**config.mk**
```make
export PLATFORM = sky130hd
export DESIGN_NAME = pw_trigger_sequencer
export DESIGN_NICKNAME = d
export VERILOG_FILES = /design/src/rtl/pw_trigger_sequencer.sv
export SDC_FILE = /design/constraint.sdc
export NUM_CORES = 1
export LEC_CHECK = 0
export CELL_PAD_IN_SITES_DETAIL_PLACEMENT = 1
export CELL_PAD_IN_SITES_GLOBAL_PLACEMENT = 2
export CORE_MARGIN = 2
export CORE_UTILIZATION = 32
export DETAILED_ROUTE_END_ITERATION = 7
export PLACE_DENSITY = 0.89
export SETUP_SLACK_MARGIN = 0.15
export SLEW_MARGIN = 15
export SYNTH_ARGS = -nofsm -noshare
export SYNTH_HDL_FRONTEND = slang
export SYNTH_SLANG_ARGS = --single-unit
```
**constraint.sdc**
```tcl
create_clock -name trigger_clk -period 5 [get_ports trigger_clk]
set_input_delay 1 -clock trigger_clk [delete_from_list [all_inputs] [get_ports trigger_clk]]
set_output_delay 1 -clock trigger_clk [all_outputs]
set_load 0.01 [all_outputs]
```
**src/rtl/pw_trigger_sequencer.sv**
```systemverilog
// pw_trigger_sequencer
//
// Single-shot pulse-train generator. A rising edge on I_arm latches the
// delay/width/gap/count settings and arms the sequencer. The next match
// pulse then starts a delay, followed by a train of pulses on O_trigger.
// Dropping I_arm at any point after arming aborts the train silently.
//
// Ports
//   trigger_clk      sole clock, rising edge
//   reset_i          synchronous, active-high reset
//   I_arm            arm level (already synchronous to trigger_clk)
//   I_match_trigger  single-cycle match pulse
//   I_delay          cycles from match to first pulse
//   I_width          pulse high time (0 behaves as 1)
//   I_gap            low time between pulses (0 behaves as 1)
//   I_count          pulses per sequence (0 behaves as 1)
//   O_trigger        registered trigger output
//   O_armed          high while armed and waiting for a match
//   O_busy           high during delay / pulse / gap
//   O_done           one-cycle pulse when a train completes normally
module pw_trigger_sequencer #(
  parameter int pDELAY_WIDTH = 20,
  parameter int pPULSE_WIDTH = 17,
  parameter int pCOUNT_WIDTH = 8
) (
  input  logic                    trigger_clk,
  input  logic                    reset_i,
  input  logic                    I_arm,
  input  logic                    I_match_trigger,
  input  logic [pDELAY_WIDTH-1:0] I_delay,
  input  logic [pPULSE_WIDTH-1:0] I_width,
  input  logic [pPULSE_WIDTH-1:0] I_gap,
  input  logic [pCOUNT_WIDTH-1:0] I_count,
  output logic                    O_trigger,
  output logic                    O_armed,
  output logic                    O_busy,
  output logic                    O_done
);

  typedef enum logic [2:0] {
    S_IDLE,
    S_ARMED,
    S_DELAY,
    S_PULSE,
    S_GAP
  } state_t;

  state_t state_q, state_d;

  logic arm_prev_q, arm_prev_d;
  logic arm_seen_low_q, arm_seen_low_d;

  logic [pDELAY_WIDTH-1:0] delay_q, delay_d;
  logic [pPULSE_WIDTH-1:0] width_q, width_d;
  logic [pPULSE_WIDTH-1:0] gap_q, gap_d;
  logic [pCOUNT_WIDTH-1:0] count_q, count_d;

  logic [pDELAY_WIDTH-1:0] dly_cnt_q, dly_cnt_d;
  logic [pPULSE_WIDTH-1:0] pw_cnt_q, pw_cnt_d;
  logic [pCOUNT_WIDTH-1:0] pulses_left_q, pulses_left_d;

  logic trigger_q, trigger_d;
  logic armed_q, armed_d;
  logic busy_q, busy_d;
  logic done_q, done_d;

  logic arm_rise;

  // Cycles-minus-one for a width/gap setting, with 0 treated as 1.
  function automatic logic [pPULSE_WIDTH-1:0] len_m1(input logic [pPULSE_WIDTH-1:0] v);
    return (v == '0) ? '0 : v - pPULSE_WIDTH'(1);
  endfunction

  // Pulse count with 0 treated as 1.
  function automatic logic [pCOUNT_WIDTH-1:0] count_norm(input logic [pCOUNT_WIDTH-1:0] v);
    return (v == '0) ? pCOUNT_WIDTH'(1) : v;
  endfunction

  // A level that was already high when reset released must not arm: the
  // edge detector is only trusted once I_arm has been seen low.
  assign arm_rise = I_arm & ~arm_prev_q & arm_seen_low_q;

  always_comb begin
    state_d        = state_q;
    arm_prev_d     = I_arm;
    arm_seen_low_d = arm_seen_low_q | ~I_arm;
    delay_d        = delay_q;
    width_d        = width_q;
    gap_d          = gap_q;
    count_d        = count_q;
    dly_cnt_d      = dly_cnt_q;
    pw_cnt_d       = pw_cnt_q;
    pulses_left_d  = pulses_left_q;
    done_d         = 1'b0;

    unique case (state_q)
      S_IDLE: begin
        if (arm_rise) begin
          state_d = S_ARMED;
          delay_d = I_delay;
          width_d = I_width;
          gap_d   = I_gap;
          count_d = I_count;
        end
      end

      S_ARMED: begin
        if (!I_arm) begin
          state_d = S_IDLE;
        end else if (I_match_trigger) begin
          pulses_left_d = count_norm(count_q);
          // Zero delay skips DELAY so the pulse starts on the cycle after match.
          if (delay_q == '0) begin
            state_d  = S_PULSE;
            pw_cnt_d = len_m1(width_q);
          end else begin
            state_d   = S_DELAY;
            dly_cnt_d = delay_q - pDELAY_WIDTH'(1);
          end
        end
      end

      S_DELAY: begin
        if (!I_arm) begin
          state_d = S_IDLE;
        end else if (dly_cnt_q == '0) begin
          state_d  = S_PULSE;
          pw_cnt_d = len_m1(width_q);
        end else begin
          dly_cnt_d = dly_cnt_q - pDELAY_WIDTH'(1);
        end
      end

      S_PULSE: begin
        if (!I_arm) begin
          state_d = S_IDLE;
        end else if (pw_cnt_q == '0) begin
          if (pulses_left_q == pCOUNT_WIDTH'(1)) begin
            state_d = S_IDLE;
            done_d  = 1'b1;
          end else begin
            state_d       = S_GAP;
            pw_cnt_d      = len_m1(gap_q);
            pulses_left_d = pulses_left_q - pCOUNT_WIDTH'(1);
          end
        end else begin
          pw_cnt_d = pw_cnt_q - pPULSE_WIDTH'(1);
        end
      end

      S_GAP: begin
        if (!I_arm) begin
          state_d = S_IDLE;
        end else if (pw_cnt_q == '0) begin
          state_d  = S_PULSE;
          pw_cnt_d = len_m1(width_q);
        end else begin
          pw_cnt_d = pw_cnt_q - pPULSE_WIDTH'(1);
        end
      end

      default: begin
        state_d = S_IDLE;
      end
    endcase

    // Outputs are decoded from the next state so they register alongside it.
    trigger_d = (state_d == S_PULSE);
    armed_d   = (state_d == S_ARMED);
    busy_d    = (state_d == S_DELAY) || (state_d == S_PULSE) || (state_d == S_GAP);
  end

  always_ff @(posedge trigger_clk) begin
    if (reset_i) begin
      state_q        <= S_IDLE;
      arm_prev_q     <= 1'b0;
      arm_seen_low_q <= 1'b0;
      delay_q        <= '0;
      width_q        <= '0;
      gap_q          <= '0;
      count_q        <= '0;
      dly_cnt_q      <= '0;
      pw_cnt_q       <= '0;
      pulses_left_q  <= '0;
      trigger_q      <= 1'b0;
      armed_q        <= 1'b0;
      busy_q         <= 1'b0;
      done_q         <= 1'b0;
    end else begin
      state_q        <= state_d;
      arm_prev_q     <= arm_prev_d;
      arm_seen_low_q <= arm_seen_low_d;
      delay_q        <= delay_d;
      width_q        <= width_d;
      gap_q          <= gap_d;
      count_q        <= count_d;
      dly_cnt_q      <= dly_cnt_d;
      pw_cnt_q       <= pw_cnt_d;
      pulses_left_q  <= pulses_left_d;
      trigger_q      <= trigger_d;
      armed_q        <= armed_d;
      busy_q         <= busy_d;
      done_q         <= done_d;
    end
  end

  assign O_trigger = trigger_q;
  assign O_armed   = armed_q;
  assign O_busy    = busy_q;
  assign O_done    = done_q;

endmodule
```
* Yosys cells after proc, flatten, opt, wreduce, memory -nomap -nowiden
Cells that the tools add are included.
Cells by class: bitwise gates (word level) 7, reductions and logical operators 17, add/subtract/negate cells 6, equal/unequal tests 21, mux-type cells 39
Operators by type and width (number):
- 17-bit two-way mux | 12
- 20-bit two-way mux | 5
- 17-bit one-hot mux with 4 select lines | 1
- 17-bit zero test | 3
- 17-bit by 1-bit subtractor with 17-bit output (second input constant) | 3
- 8-bit two-way mux | 6
- 20-bit zero test | 2
- 20-bit one-hot mux with 2 select lines | 1
- 20-bit by 1-bit subtractor with 20-bit output (second input constant) | 2
- 3-bit two-way mux | 10
- 2-bit != test (second input constant) | 11
- 8-bit one-hot mux with 2 select lines | 1
- 3-bit one-hot mux with 5 select lines | 1
- 3-bit by 2-bit equality test with 1-bit output (second input constant) | 4
- 6-bit AND reduction | 2
- 9-bit AND reduction | 1
- 8-bit by 1-bit equality test with 1-bit output (second input constant) | 1
- 8-bit zero test | 1
- 8-bit by 1-bit subtractor with 8-bit output (second input constant) | 1
- 3-bit by 1-bit equality test with 1-bit output (second input constant) | 2
- 3-bit equality test (second input constant) | 2
- 1-bit NOT | 4
- 2-bit nonzero test | 2
- 4-bit nonzero test | 1
- other kinds (8) | 11
Word-level totals: output and inout port bits 4, input port bits 66, logic and storage cells 104, flip-flop bits (word level) 116

* Depth between registers and ports, before layout
word-level depth 8, depth in mapped cells 13

* Least setup slack after synthesis
OpenSTA, ideal clock, no wires.
path type register to register, start reg state_q[1], end reg dly_cnt_q[16], path buffers 4, required time 4.926 ns, path slack 1.920 ns, arrival 3.006 ns, stages on the path, launching flop included 14, path through dfxtp_1 nor3b_1 buf_2 buf_1 buf_2 mux2i_1 ha_1 buf_1 nor3b_1 nand4_1 a21o_1 nor2_1 nand4_1 a31oi_1
On the way: word-level cells in the longest chain between the ends 3
RTL lines:
- start: declaration | RTL line 48 | state_t state_q, state_d;
- start signal: assignment | RTL line 190 | state_q <= state_d;
- 3-bit by 2-bit equality test with 1-bit output or 3-bit by 1-bit equality test with 1-bit output (tied branches) | RTL line 96 | unique case (state_q)
- 2-bit != test (no line) or 2-bit nonzero test (tied branches)
- 6-bit AND reduction (no line)
- end signal: assignment | RTL line 197 | dly_cnt_q <= dly_cnt_d;
- end: declaration | RTL line 58 | logic [pDELAY_WIDTH-1:0] dly_cnt_q, dly_cnt_d;
Parallel ways exist; a longest one is shown, timed or not. A chain may end at the register's enable or synchronous reset.

* Worst setup path in the final report
start in I_arm, end reg dly_cnt_q[17]
On the way: word-level cells in the longest chain between the ends 2
RTL lines:
- start: declaration | RTL line 28 | input logic I_arm,
- 2-bit != test (no line)
- 6-bit AND reduction (no line) *
Mark *: on every way between the ends. The rest lies on a longest branch, timed or not.

==> results by group <==
Synthesis
  • Synth Instances: between 900 and 1000
  • FFs w/ async S/R, synth: 0
  • Synth top cells by count: 201 x nand2_1, 116 x a21oi_1, 116 x dfxtp_1, 65 x nor2_1, 52 x o21ai_0
  • Mapped Area: 6670 µm²
  • Post-synthesis sequential area ratio: 0.348
  • Distinct cells, synth: just over 70
  • Most frequent cell after synthesis: nand2_1
  • Syn Nets: roughly 990
  • Syn_area_per_cell: between 7 and 8 µm²
  • Cell taking the most area after synthesis: dfxtp_1
  • EDFF count, synth: 0
  • Yosys reg bits: 116
  • Top_reg_cell synth: dfxtp_1
  • Area share of the leading cell type in the synthesized netlist: 0.348
  • Top cells by area, synth: dfxtp_1 35%, nand2_1 11%, a21oi_1 8.7%, o21ai_0 3.9%, nor2_1 3.7%
  • Yosys warns: 0

STA
  • Slew of the pin with the lowest slew margin: ~1.1 ns
  • Setup WS post-layout: approximately 1.8 ns
  • Period utilization: 0.646
  • Tmin final: ~3.2 ns
  • Max-slew headroom: 0.272
  • Max Fclk: ~310 MHz
  • RSZ-0062 raised after global routing: no
  • Total Neg Setup Slack: 0 ns
  • Setup violators final: 0
  • Final Skew: 0.0132 ns
  • Max-slew violation count: 0
  • Hold Fails Final Rpt: 0

Clock tree
  • Root Driver: clkbuf_16
  • Longest Clk Path Bufs: 2
  • CTS tree: built
  • CTS Sinks: around 120
  • # Post-CTS Setup Buffers: 0
  • CTS Hold Bufs: 0
  • Resize count post-CTS: 0
  • TritonCTS Buffers: 17
  • Clk_lat worst skew: 0.43 ns
  • H-tree levels: 4
  • Clock-pin slew on the worst setup and hold paths: roughly 0.060 ns

Cells and area
  • FF+latch area: ~2300 µm²
  • Antenna Cells: 0
  • Fillers: between 2000 and 3000
  • Footprint of the multi-input gates: just over 4000 µm²
  • Nets: a little over 1000
  • Final Util: 0.400
  • Layout Cells excl Fill: 1239
  • Layout cell share with drive strength beyond 1: 0.0640
  • P&R area growth vs syn: 22.0%

Status
  • Status: finished clean

Die
  • Initial Utilization: 0.328
  • Die Wd: about 150 µm
  • Io pins: 70
  • Die extent in y: ~150 µm
  • Die area: roughly 22000 µm²
  • Core area: 20400 µm²
  • Std cell rows: 52

Drt
  • Drt first-iter violations: ~360
  • Drt pass-1 iters: 5
  • Routed len/inst: between 15 and 20 µm
  • DR vias: 6845
  • Vias per cell: 5.52
  • Antenna-violating nets left: 0
  • # DRC: 0
  • Routed wire length: 22.7 mm

Worst setup path
  • CP Capture Type: flip-flop
  • Critical path peak fanout: 20
  • WP data arrival: about 3.6 ns
  • Crit Path Class: primary input to flip-flop
  • Startpoint Class: primary input
  • WP data required: 5.34 ns

Power and ir drop
  • Pwr Total: roughly 0.0027 W
  • PwrDens: around 340 nW/µm²
  • Max VDD drop: slightly above 0.2 mV
  • Leak: between 2 and 3 nW

Placement
  • Dpl ws: 1.38 ns
  • Placed insts: around 1200
  • Port Buffers: a little under 70
  • DP HPWL: ~16 mm
  • GPL Wtd Cong: 0.840

Hold path
  • Min-delay worst type: flip-flop to flip-flop

Global route
  • Via count of the first global-routing pass: approximately 6800
  • Initial antenna violation count: 0
  • First-pass GRT wire length: roughly 37 mm
  • Grt ovf: 0
  • Largest net degree at the start of global routing: 72
  • Total track usage: 0.212

Run
  • Max-cap viol count: 0
metrics by stage:
step           hold slack (ns)  cell area, µm²
6_report                 0.458            8140
4_1_cts                  0.462            8140
3_5_place_dp             0.454            7520
3_3_place_gp             0.445            7520
2_1_floorplan            0.420            6670
5_1_grt                  0.496            8140
registers in the layout (all words and copies together), names as in the netlist:
register	flops
O_armed	1
O_busy	1
O_done	1
O_trigger	1
arm_prev_q	1
arm_seen_low_q	1
count_q	8
delay_q	20
dly_cnt_q	20
gap_q	17
pulses_left_q	8
pw_cnt_q	17
state_q	3
width_q	17
worst paths after layout:
kind	start	to	slack, ns	depth (start not counted)
setup / recovery	I_arm	dly_cnt_q[17]$_SDFFE_PP0P_	1.77	8
hold / removal	count_q[0]$_SDFFE_PP0P_	count_q[0]$_SDFFE_PP0P_	0.46	2
setup reg to reg	dly_cnt_q[2]$_SDFFE_PP0P_	dly_cnt_q[5]$_SDFFE_PP0P_	1.79	6
hold reg to reg	count_q[0]$_SDFFE_PP0P_	count_q[0]$_SDFFE_PP0P_	0.46	2
layer usage:
| metal | vias up | part of all wire | global-route usage |
|---|---|---|---|
| met5 | - | 0 | 0 |
| met4 | 0 | 0.019 | 0.0676 |
| met3 | 34 | 0.036 | 0.0337 |
| met2 | 143 | 0.46 | 0.341 |
| met1 | 3327 | 0.48 | 0.292 |
| li1 | 3341 | - | - |
area by class of cell:
class	instances	share of cell area
repair buffers	78	0.0929
multi-input cells	725	0.496
well taps	270	0.0415
clock buffers	22	0.0570
flip-flops and latches	116	0.285
clock inverters	9	0.0188
inverters	19	0.00876
power breakdown:
| part | switching, W | internal (W) | total, W |
|---|---|---|---|
| logic | 0.000267 | 0.000180 | 0.000447 |
| registers | 0.0000357 | 0.000950 | 0.000986 |
| clock network | 0.000459 | 0.000855 | 0.00131 |
| total | 0.000762 | 0.00199 | 0.00275 |
cells in the final DEF (no fill, tap or decap), types with 10 or more instances in the layout:
| cell | n |
|---|---|
| xnor2_1 | 15 |
| clkbuf_16 | 17 |
| dfxtp_1 | 116 |
| nand3_1 | 18 |
| nor2_1 | 65 |
| a21oi_1 | 116 |
| o22ai_1 | 10 |
| clkdlybuf4s50_1 | 68 |
| nor4_1 | 14 |
| nor3_1 | 40 |
| buf_4 | 10 |
| o21ai_0 | 52 |
| nand4_1 | 12 |
| xor2_1 | 26 |
| inv_1 | 19 |
| a31oi_1 | 17 |
| nand2_1 | 201 |
worst max-delay path, cell delays in order:
cell and delay (ns):
clkdlybuf4s50_1 0.65, nand2b_1 0.19, nor2_1 0.12, buf_4 0.18, o21a_1 0.40, nor2_2 0.29
or4_1 0.57, a31oi_1 0.18
cells by family after synthesis:
family,Yosys count,synth area share
buffers and inverters,77,0.0497
adders and majority gates,7,0.0131
xor gates and xnor gates,41,0.0538
DFF,116,0.348
muxes,5,0.00769
AOI/OAI and AO/OA,259,0.237
and+or+nand+nor,413,0.290
No activity file was read; power rests on OpenSTA's default activity.
